File: src/rtl/microsequencer.sv
// ARC control-store address sequencer: CSAI, branch decode, DECODE former, PSR and memory-wait FSM.
// Define MICROSEQUENCER_MEM_TIMEOUT_EN to trap to TRAP_ADDRESS when a memory access never acknowledges.
//
// state | meaning
// RUN   | sequencing, one microinstruction per cycle
// WAIT  | frozen until main memory acknowledges (or the timeout traps)
module microsequencer #(
    parameter int unsigned DATAWIDTH_JUMPADDRESS = 11,
    parameter int unsigned DATAWIDTH_CONDITION   = 3,
    parameter int unsigned DATAWIDTH_IR          = 32,
    parameter int unsigned MEM_TIMEOUT_CYCLES    = 8,
    parameter logic [DATAWIDTH_JUMPADDRESS-1:0] TRAP_ADDRESS = 11'd2040
) (
    input  logic                             MICROSEQUENCER_CLOCK_50,
    input  logic                             MICROSEQUENCER_ResetInLow_In,
    input  logic [DATAWIDTH_CONDITION-1:0]   MICROSEQUENCER_Condition_InBus,
    input  logic [DATAWIDTH_JUMPADDRESS-1:0] MICROSEQUENCER_JumpAddress_InBus,
    input  logic                             MICROSEQUENCER_RD_In,
    input  logic                             MICROSEQUENCER_WRMain_In,
    input  logic                             MICROSEQUENCER_MemAck_In,
    input  logic [DATAWIDTH_IR-1:0]          MICROSEQUENCER_IR_InBus,
    input  logic [3:0]                       MICROSEQUENCER_ALUFlags_InBus,
    input  logic                             MICROSEQUENCER_SetCC_In,
    output logic [DATAWIDTH_JUMPADDRESS-1:0] MICROSEQUENCER_CSAddress_OutBus,
    output logic [3:0]                       MICROSEQUENCER_PSR_OutBus,
    output logic                             MICROSEQUENCER_Stall_Out,
    output logic                             MICROSEQUENCER_Timeout_Out
);

    typedef enum logic {ST_RUN, ST_WAIT} state_t;

    state_t                             state_q, state_d;
    logic [DATAWIDTH_JUMPADDRESS-1:0]   cs_addr_q, cs_addr_d;
    logic [3:0]                         psr_q, psr_d;

    logic                               mem_access;
    logic                               mem_ack;
    logic                               advance;
    logic                               branch_taken;
    logic [DATAWIDTH_JUMPADDRESS-1:0]   csai;
    logic [DATAWIDTH_JUMPADDRESS-1:0]   decode_addr;
    logic [DATAWIDTH_JUMPADDRESS-1:0]   next_addr;

    logic unused_ir;
    assign unused_ir = ^{MICROSEQUENCER_IR_InBus[29:25], MICROSEQUENCER_IR_InBus[18:14],
                         MICROSEQUENCER_IR_InBus[12:0]};

    assign mem_access  = MICROSEQUENCER_RD_In | MICROSEQUENCER_WRMain_In;
    assign mem_ack     = MICROSEQUENCER_MemAck_In;
    assign advance     = ((state_q == ST_RUN) && !mem_access) || mem_ack;
    assign csai        = cs_addr_q + DATAWIDTH_JUMPADDRESS'(1);
    // Opcode dispatch: op in bits 31:30, op3 in bits 24:19, word-aligned inside the upper half.
    assign decode_addr = DATAWIDTH_JUMPADDRESS'({1'b1, MICROSEQUENCER_IR_InBus[31:30],
                                                 MICROSEQUENCER_IR_InBus[24:19], 2'b00});

    always_comb begin
        branch_taken = 1'b0;
        case (MICROSEQUENCER_Condition_InBus)
            3'd1:    branch_taken = psr_q[3];
            3'd2:    branch_taken = psr_q[2];
            3'd3:    branch_taken = psr_q[1];
            3'd4:    branch_taken = psr_q[0];
            3'd5:    branch_taken = MICROSEQUENCER_IR_InBus[13];
            3'd6:    branch_taken = 1'b1;
            default: branch_taken = 1'b0;
        endcase
        if (MICROSEQUENCER_Condition_InBus == 3'd7) begin
            next_addr = decode_addr;
        end else if (branch_taken) begin
            next_addr = MICROSEQUENCER_JumpAddress_InBus;
        end else begin
            next_addr = csai;
        end
    end

`ifdef MICROSEQUENCER_MEM_TIMEOUT_EN
    localparam int unsigned CNT_W = $clog2(MEM_TIMEOUT_CYCLES + 1);

    logic [CNT_W-1:0] wait_cnt_q, wait_cnt_d;
    logic             timeout_q, timeout_d;
`else
    logic unused_cfg;
    assign unused_cfg = ^{TRAP_ADDRESS, MEM_TIMEOUT_CYCLES};
`endif

    always_comb begin
        state_d   = state_q;
        cs_addr_d = cs_addr_q;
        psr_d     = psr_q;

        case (state_q)
            ST_RUN:  if (mem_access && !mem_ack) state_d = ST_WAIT;
            ST_WAIT: if (mem_ack) state_d = ST_RUN;
            default: state_d = ST_RUN;
        endcase

        if (advance) begin
            cs_addr_d = next_addr;
            if (MICROSEQUENCER_SetCC_In) psr_d = MICROSEQUENCER_ALUFlags_InBus;
        end

`ifdef MICROSEQUENCER_MEM_TIMEOUT_EN
        wait_cnt_d = '0;
        timeout_d  = 1'b0;
        // An acknowledge on the limit edge takes the normal path above.
        if ((state_q == ST_WAIT) && !mem_ack) begin
            if (wait_cnt_q == CNT_W'(MEM_TIMEOUT_CYCLES - 1)) begin
                cs_addr_d = TRAP_ADDRESS;
                state_d   = ST_RUN;
                timeout_d = 1'b1;
            end else begin
                wait_cnt_d = wait_cnt_q + CNT_W'(1);
            end
        end
`endif
    end

    always_ff @(posedge MICROSEQUENCER_CLOCK_50 or negedge MICROSEQUENCER_ResetInLow_In) begin
        if (!MICROSEQUENCER_ResetInLow_In) begin
            state_q   <= ST_RUN;
            cs_addr_q <= '0;
            psr_q     <= '0;
        end else begin
            state_q   <= state_d;
            cs_addr_q <= cs_addr_d;
            psr_q     <= psr_d;
        end
    end

`ifdef MICROSEQUENCER_MEM_TIMEOUT_EN
    always_ff @(posedge MICROSEQUENCER_CLOCK_50 or negedge MICROSEQUENCER_ResetInLow_In) begin
        if (!MICROSEQUENCER_ResetInLow_In) begin
            wait_cnt_q <= '0;
            timeout_q  <= 1'b0;
        end else begin
            wait_cnt_q <= wait_cnt_d;
            timeout_q  <= timeout_d;
        end
    end

    assign MICROSEQUENCER_Timeout_Out = timeout_q;
`else
    assign MICROSEQUENCER_Timeout_Out = 1'b0;
`endif

    assign MICROSEQUENCER_CSAddress_OutBus = cs_addr_q;
    assign MICROSEQUENCER_PSR_OutBus       = psr_q;
    assign MICROSEQUENCER_Stall_Out        = mem_access & ~mem_ack;

endmodule

File: config.mk
export PLATFORM = sky130hd
export DESIGN_NAME = microsequencer
export DESIGN_NICKNAME = d
export VERILOG_FILES = /design/src/rtl/microsequencer.sv
export SDC_FILE = /design/constraint.sdc
export NUM_CORES = 1
export LEC_CHECK = 0
export CAP_MARGIN = 30
export CORE_ASPECT_RATIO = 0.5
export CORE_MARGIN = 10
export CORE_UTILIZATION = 34
export DETAILED_ROUTE_END_ITERATION = 10
export GPL_ROUTABILITY_DRIVEN = 0
export PLACE_DENSITY = 0.79
export SLEW_MARGIN = 20
export SYNTH_ARGS = -nofsm -noshare
export SYNTH_HDL_FRONTEND = slang
export SYNTH_SLANG_ARGS = --single-unit
File: constraint.sdc
create_clock -name MICROSEQUENCER_CLOCK_50 -period 1.9 [get_ports MICROSEQUENCER_CLOCK_50]
set_input_delay 0.19 -clock MICROSEQUENCER_CLOCK_50 [delete_from_list [all_inputs] [get_ports MICROSEQUENCER_CLOCK_50]]
set_output_delay 0.19 -clock MICROSEQUENCER_CLOCK_50 [all_outputs]
set_load 0.03 [all_outputs]
# [Yosys cells after proc, flatten, opt, wreduce, memory -nomap -nowiden]
# Cells that the tools add are included.
[word_totals] register_bits=16 inputBits=56 wordCells=27
[op_classes] addsub=1 eq_ne=7 mux=6 n_bitwise=4 reduce_logical=6
[op_table] cell="$mux 11" n=2
[op_table] cell="$eq 3x3->1 const B" n=4
[op_table] cell="$add 11x1->11 const B" n=1
[op_table] cell="$eq 3x2->1 const B" n=2
[op_table] cell="$pmux 1 s6" n=1
[op_table] cell="$eq 3x1->1 const B" n=1
[op_table] cell="$logic_and 1x1->1" n=2
[op_table] cell="$logic_not 1->1" n=2
[op_table] cell="$mux 1" n=2
[op_table] cell="$not 1->1" n=2
[op_table] cell="$pmux 1 s2" n=1
[op_table] cell="$reduce_and 2->1" n=1
[op_table] cell="$and 1x1->1" n=1
[op_table] cell="$logic_or 1x1->1" n=1
[op_table] cell="$or 1x1->1" n=1

# [Depth between registers and ports, before layout]
# Gate-level depths: netlist (run 1).
[depth] ltp_word=5 depth_mapped=6 mapped_depth_nobuf=6

# [Worst setup path after synthesis (run 1)]
# OpenSTA, ideal clock, no wires.
[synth_path] path_type="flip-flop to flip-flop" start="reg cs_addr_q[0], in the netlist MICROSEQUENCER_CSAddress_OutBus[0]" end="reg cs_addr_q[10], in the netlist MICROSEQUENCER_CSAddress_OutBus[10]" setup_ns=0.121 arrival_time_ns=1.563 required_time_ns=1.779 setup_slack_ns=0.216 path_stages_with_launch=6 period_less_slack_ns=1.684 path_cell_list="dfrtp_1 ha_1 and3_1 nand3_1 mux2_1 o22a_1"
[synth_via] elab_chain_cells=3
[synth_rtl] element="from (decl)" line_no="33" rtl="logic [DATAWIDTH_JUMPADDRESS-1:0] cs_addr_q, cs_addr_d;"
[synth_rtl] element="from (signal assigned)" line_no="125" rtl="cs_addr_q <= cs_addr_d;"
[synth_rtl] element="$add 11x1->11" line_no="51" rtl="assign csai = cs_addr_q + DATAWIDTH_JUMPADDRESS'(1);"
[synth_rtl] element="$mux 11" line_no="69" rtl="end else if (branch_taken) begin"
[synth_rtl] element="$mux 11" line_no="67" rtl="if (MICROSEQUENCER_Condition_InBus == 3'd7) begin"
# Every way passes these cells.
# A chain may end at the register's enable or synchronous reset.

# [Worst setup path in the final report (run 1)]
[layout_path] start="in MICROSEQUENCER_Condition_InBus[1]" end="reg cs_addr_q[9], in the netlist MICROSEQUENCER_CSAddress_OutBus[9]"
[layout_via] elab_chain_cells=4 elab_cells_between_ends=10
[layout_rtl] element="from (decl)" line_no="16" rtl="input logic [DATAWIDTH_CONDITION-1:0] MICROSEQUENCER_Condition_InBus,"
[layout_rtl] element="$eq 3x3->1 (tied with other cells)" line_no="58" rtl="case (MICROSEQUENCER_Condition_InBus)"
[layout_rtl] element="$pmux 1 s6" line_no="58"
[layout_rtl] element="$mux 11" line_no="69"
[layout_rtl] element="$mux 11 *" line_no="67"
# Mark *: on every way between the ends. The rest lies on a longest branch, timed or not.

==> impl_metrics.py, run 1 <==
metrics = {
    "setup_path": {
        "required_ns": 2.01,
        "critPathBufInv": 2,
        "arrival_ns": 1.81,
        "critPathSlowestCell": "clkdlybuf4s50_1",
        "critPathKind": "primary input to register",
        "cpPeakStageDelay_ns": 0.57,
        "path_max_fanout": 7,
        "worstRegToRegCells": 5,
        "start_kind": "primary input",
        "crit_path_end_kind": "register",
        "path_cells": "clkdlybuf4s50_1 > mux2i_1 > o21ai_1 > a21oi_2 > buf_4 > mux2i_1 > o21ai_1",
        "cp.depth": 7,
        "cp_top_family": "buffers and inverters",
    },
    "synthesis": {
        "yosysWarnings": 0,
        "synth_area_sq_um": 1010,
        "synth_area_leaders": "dfrtp_1 (40%), mux2i_1 (9.9%), nand3_1 (6.4%), o211ai_1 (5.9%), nand2_1 (5.2%)",
        "netlist.area_leader.share": 0.3965,
        "synthFlopType": "dfrtp_1",
        "synth-seq-cells": 16,
        "async_reset_ff_frac": 1.000,
        "synth_common_cells": "dfrtp_1 (16), nand2_1 (14), nand3_1 (13), mux2i_1 (10)",
        "avgSynthCellArea_sq_um": 9.179,
        "synth.most_common_cell": "dfrtp_1",
        "syn_nets": 167,
        "synth_edf_count": 0,
        "ys_seq_area_frac": 0.3965,
        "yosys.area.top_type": "dfrtp_1",
        "synthCells": 110,
        "synth_cell_types": 30,
    },
    "clock_tree": {
        "ctsResizeCount": 0,
        "postCtsHoldBufs": 0,
        "cts_max_path_buffers": 2,
        "path_clk_slew_ns": 0.06,
        "cts_root_buf": "clkbuf_8",
        "clk_latency_ns": 0.25,
        "cts_tree": "yes",
        "cts_made_buffers": 3,
        "h-tree-depth": 1,
        "clkSinkCount": 16,
        "cts_setup_buffers": 0,
    },
    "global_route": {
        "grt_max_degree": 17,
        "grt_pass1_wl_microns": 5092,
        "grt_usage": 0.1081,
        "antenna_found_initial": 0,
        "grt_pass1_vias": 1012,
        "grt_overflow": 0,
    },
    "pwr": {
        "powerDensity_nw_per_um2": 972.1,
        "leakagePower_nw": 0.6730,
        "p_sw_frac": 0.3985,
        "total_power_mw": 1.544,
        "net-switching-power_mw": 0.6151,
        "seq_power_share": 0.351,
        "vdd_drop_max_v": 0.0005154,
        "intPower_mw": 0.9284,
        "power.share.clock": 0.163,
        "power_frac_comb": 0.486,
    },
    "route": {
        "drc": 0,
        "dr.pass1.iters": 4,
        "wl_per_cell_microns": 15.65,
        "totalWireLength_microns": 3098,
        "drtIter0Drc": 52,
        "via_count": 1018,
        "routed_via_density": 5.141,
        "antenna_left": 0,
    },
    "finish": {
        "design_area_sq_um": 1588,
        "syn2layout_area_growth_pct": 57.25,
        "regArea_sq_um": 400.4,
        "finalCoreUtilization": 0.5845,
        "antenna_cells": 0,
        "drive_gt1_frac": 0.09938,
        "fin_nets": 220,
        "multiInputGateArea_sq_um": 570.5,
        "fill_cells": 224,
    },
    "floorplanning": {
        "fp.dieArea_sq_um": 5682,
        "io_pins": 73,
        "die_h_microns": 58.54,
        "start_util": 0.3717,
        "die_w_microns": 97.07,
        "core_area_sq_um": 2716,
        "rows": 13,
    },
    "timing": {
        "fin_crit_sh": 0.8922,
        "hold_slack_ns": 0.2706,
        "fin_crit_ns": 1.695,
        "hold_violations": 0,
        "finClkSkew_ns": 0.001862,
        "rsz0062_at_grt": "false",
        "timing.fmax_mhz": 589.9,
        "drv_slew": 0,
        "setup_violations": 0,
    },
    "run_status": {
        "status": "finished, final reports clean",
    },
    "placement": {
        "numPortBuffers": 48,
        "place_area_sq_um": 1546,
        "hpwl_microns": 2510,
    },
    "flow_run": {
        "drv_cap": 0,
    },
    "worst_hold_path": {
        "hold_class": "primary input to async pin",
    },
}
area by class of cell:
| type | instances | share of cell area |
|---|---|---|
| flip-flops and latches | 16 | 0.2522 |
| repair buffers | 54 | 0.3310 |
| well taps | 37 | 0.02916 |
| multi-input cells | 87 | 0.3593 |
| clock buffers | 3 | 0.02600 |
| inverters | 1 | 0.002364 |
final timing paths:
path / start / endpoint / slack (ns)
max reg2reg: MICROSEQUENCER_CSAddress_OutBus[0] / MICROSEQUENCER_CSAddress_OutBus[10] / 0.28
min reg2reg: MICROSEQUENCER_CSAddress_OutBus[10] / MICROSEQUENCER_CSAddress_OutBus[10] / 0.52
max in group asynchronous: MICROSEQUENCER_ResetInLow_In / MICROSEQUENCER_CSAddress_OutBus[6] / 1.45
min: MICROSEQUENCER_ResetInLow_In / state_q / 0.27
max: MICROSEQUENCER_Condition_InBus[1] / MICROSEQUENCER_CSAddress_OutBus[9] / 0.20
min in group MICROSEQUENCER_CLOCK_50: MICROSEQUENCER_CSAddress_OutBus[10] / MICROSEQUENCER_CSAddress_OutBus[10] / 0.52
cells in the final DEF (no fill, tap or decap):
cell and count:
a21oi_1 2, a21oi_2 1, a31oi_1 1, and3_1 2, and3_2 1, buf_4 6
clkbuf_8 3, clkdlybuf4s50_1 48, conb_1 1, dfrtp_1 16, ha_1 1, inv_1 1
mux2_1 1, mux2_2 4, mux2i_1 10, nand2_1 14, nand2b_1 1, nand3_1 13
nand3b_1 1, nand4_1 1, nor2_1 8, nor3_1 3, o211ai_1 8, o21ai_1 3
o22a_1 1, o311a_1 1, or2_2 1, xnor2_1 2, xor2_1 6
sequential cells by signal (all words and copies together), names as in the netlist:
signal / flops
state_q: 1
MICROSEQUENCER_CSAddress_OutBus: 11
MICROSEQUENCER_PSR_OutBus: 4
power by group through the flow:
stage          logic, mW  registers [mW]  clock network [mW]
4_1_cts            0.760           0.541               0.259
2_1_floorplan      0.265           0.698                   0
5_1_grt            0.801           0.559               0.278
3_3_place_gp       0.741           0.542                   0
6_report           0.750           0.543               0.251
3_5_place_dp       0.759           0.545                   0
per-stage QoR:
step	setup TNS, ns	cells	setup slack [ns]
finish	0	198	0.2047
global route	0	198	0.1001
CTS	0	198	0.2050
detailed placement	-0.2680	195	-0.06217
global placement	-0.01760	195	-0.01760
floorplan	0	110	0.2158
cell families after synthesis:
logic type,Yosys count,synth area share
AO/OA/AOI/OAI,17,0.1177
XOR/XNOR,8,0.06940
adder cells (fa/ha/maj),1,0.01239
buffers and inverters,7,0.03841
flip-flops,16,0.3965
multiplexers,15,0.1549
other,1,0.003714
AND/OR/NAND/NOR,45,0.2069
per-layer routing:
metal	vias to the layer above	share of wire	track usage
met3	2	0.045	0.03027
met4	0	0.0045	0.03132
met5	-	0	0
met1	493	0.41	0.1177
met2	25	0.54	0.2045
li1	498	-	-
Note: power is estimated with default switching activity, not from simulation.
==> inputs of run 2 (changes only) <==
Settings changed: CORE_UTILIZATION 34 to 35, CTS_BUF_LIST set to sky130_fd_sc_hd__clkbuf_8, PLACE_DENSITY 0.79 to 0.81.
==> run 2 against run 1 <==
Net effect: clock skew grew 0.0014 ns; hold slack got worse by 0.014 ns; sequential share of layout area decreased by 0.12 points; clock power grew 2%; design area increased by 0.47%; die area fell by 2.1%; global-route usage is 0.40 points higher; largest cell class unchanged; highest routed layer unchanged.
==> impl_metrics.py, run 2 (synthesis results as in run 1) <==
metrics = {
    "placement": {
        "numPortBuffers": 48,
        "hpwl_microns": 2476,
        "dp.cells": 196,
    },
    "clock_tree": {
        "postCtsHoldBufs": 0,
        "clkSinkCount": 16,
        "cts_made_buffers": 3,
        "cts_max_path_buffers": 2,
        "h-tree-depth": 1,
        "cts_setup_buffers": 0,
        "cts_tree": "yes",
        "clk_latency_ns": 0.25,
        "path_clk_slew_ns": 0.06,
        "ctsResizeCount": 0,
        "cts_root_buf": "clkbuf_8",
    },
    "global_route": {
        "grt_usage": 0.1121,
        "antenna_found_initial": 0,
        "grt_overflow": 0,
        "grt_max_degree": 17,
        "grt_pass1_vias": 993,
        "grt_pass1_wl_microns": 4981,
    },
    "setup_path": {
        "start_kind": "primary input",
        "r2r-end": "MICROSEQUENCER_CSAddress_OutBus[10]",
        "r2r_slack_ns": 0.28,
        "worstRegToRegCells": 5,
        "path_max_fanout": 9,
        "critPathKind": "primary input to register",
        "required_ns": 2.02,
        "reg2reg_from": "MICROSEQUENCER_CSAddress_OutBus[0]",
        "crit_path_end_kind": "register",
        "arrival_ns": 1.80,
    },
    "flow_run": {
        "drv_cap": 0,
    },
    "pwr": {
        "leakagePower_nw": 0.6779,
        "powerDensity_nw_per_um2": 967.2,
        "vdd_drop_max_v": 0.0004836,
        "total_power_mw": 1.543,
    },
    "finish": {
        "antenna_cells": 0,
        "final_common_cell": "clkdlybuf4s50_1",
        "finalCoreUtilization": 0.5980,
        "drive_gt1_frac": 0.1049,
        "layout.cells.non_filler": 199,
        "syn2layout_area_growth_pct": 57.99,
        "mostFrequentLayoutCells": "clkdlybuf4s50_1 (48), dfrtp_1 (16), nand2_1 (14)",
        "fin_nets": 221,
        "largest_register_ffs": 11,
    },
    "floorplanning": {
        "io_pins": 73,
        "start_util": 0.3785,
        "rows": 13,
        "core_area_sq_um": 2668,
        "die_h_microns": 57.98,
        "die_w_microns": 95.96,
        "fp.dieArea_sq_um": 5564,
    },
    "timing": {
        "timing.setup.tns_ns": 0,
        "finClkSkew_ns": 0.003240,
        "drv_slew": 0,
        "fin_crit_ns": 1.681,
        "setup_violations": 0,
        "timing.fmax_mhz": 594.8,
        "hold_violations": 0,
        "rsz0062_at_grt": "false",
        "fin_crit_sh": 0.8849,
    },
    "route": {
        "routed_via_density": 5.035,
        "drc": 0,
        "antenna_left": 0,
        "wl_per_cell_microns": 15.17,
        "dr.pass1.iters": 4,
        "via_count": 1002,
        "totalWireLength_microns": 3019,
        "drtIter0Drc": 60,
    },
    "run_status": {
        "status": "finished, final reports clean",
    },
    "worst_hold_path": {
        "hold_class": "primary input to async pin",
    },
}
==> run 2: cell types whose count changed in the layout (fill, tap and decap cells not counted), sizes merged <==
cell	before	now
buf	6	7
==> run 2: per-stage QoR <==
| stage | hold slack, ns | instance area [sq um] | worst slack, ns |
|---|---|---|---|
| final | 0.2564 | 1595 | 0.2187 |
| after global routing | 0.2767 | 1595 | 0.08520 |
| after CTS | 0.2667 | 1595 | 0.2082 |
| after detailed placement | 0.5121 | 1554 | -0.05122 |
| after global placement | 0.5070 | 1554 | -0.007516 |
| after floorplan | -0.1056 | 1010 | 0.2158 |
==> run 2: layer usage <==
metal / track usage / share of wire / vias to the layer above
met4: 0.02505 / 0.0089 / 0
met1: 0.1326 / 0.42 / 488
met2: 0.1996 / 0.53 / 13
met3: 0.02824 / 0.034 / 2
li1: - / - / 499
met5: 0 / 0 / -
==> run 2: critical path: stages <==
cell             delay (ns)
clkdlybuf4s50_1        0.57
mux2i_1                0.22
o21ai_1                0.09
a21oi_2                0.20
buf_4                  0.23
mux2i_1                0.21
o211ai_1               0.09
==> run 2: how the worst max path moves through the flow <==
stage                                                   from                                   to  slack (ns)  cells after the start
after global placement     MICROSEQUENCER_Condition_InBus[1]   MICROSEQUENCER_CSAddress_OutBus[5]      -0.008                      7
after global routing       MICROSEQUENCER_Condition_InBus[1]   MICROSEQUENCER_CSAddress_OutBus[6]        0.09                      7
after CTS                  MICROSEQUENCER_Condition_InBus[1]   MICROSEQUENCER_CSAddress_OutBus[2]        0.21                      7
after floorplan           MICROSEQUENCER_CSAddress_OutBus[0]  MICROSEQUENCER_CSAddress_OutBus[10]        0.22                      5
final                      MICROSEQUENCER_Condition_InBus[1]   MICROSEQUENCER_CSAddress_OutBus[2]        0.22                      7
after detailed placement   MICROSEQUENCER_Condition_InBus[1]   MICROSEQUENCER_CSAddress_OutBus[2]       -0.05                      7
==> run 2: power breakdown <==
| part | internal [mW] | switching (mW) |
|---|---|---|
| registers | 0.427 | 0.116 |
| clock network | 0.141 | 0.115 |
| logic | 0.362 | 0.382 |
==> run 2: area by class of cell <==
| class | instances | area [sq um] |
|---|---|---|
| Fill cell | 226 | 1072 |
| Sequential cell | 16 | 400.4 |
| Multi-Input combinational cell | 87 | 570.5 |
| Tap cell | 37 | 46.29 |
| Inverter | 1 | 3.754 |
| Timing Repair Buffer | 55 | 533.0 |
| Clock buffer | 3 | 41.29 |
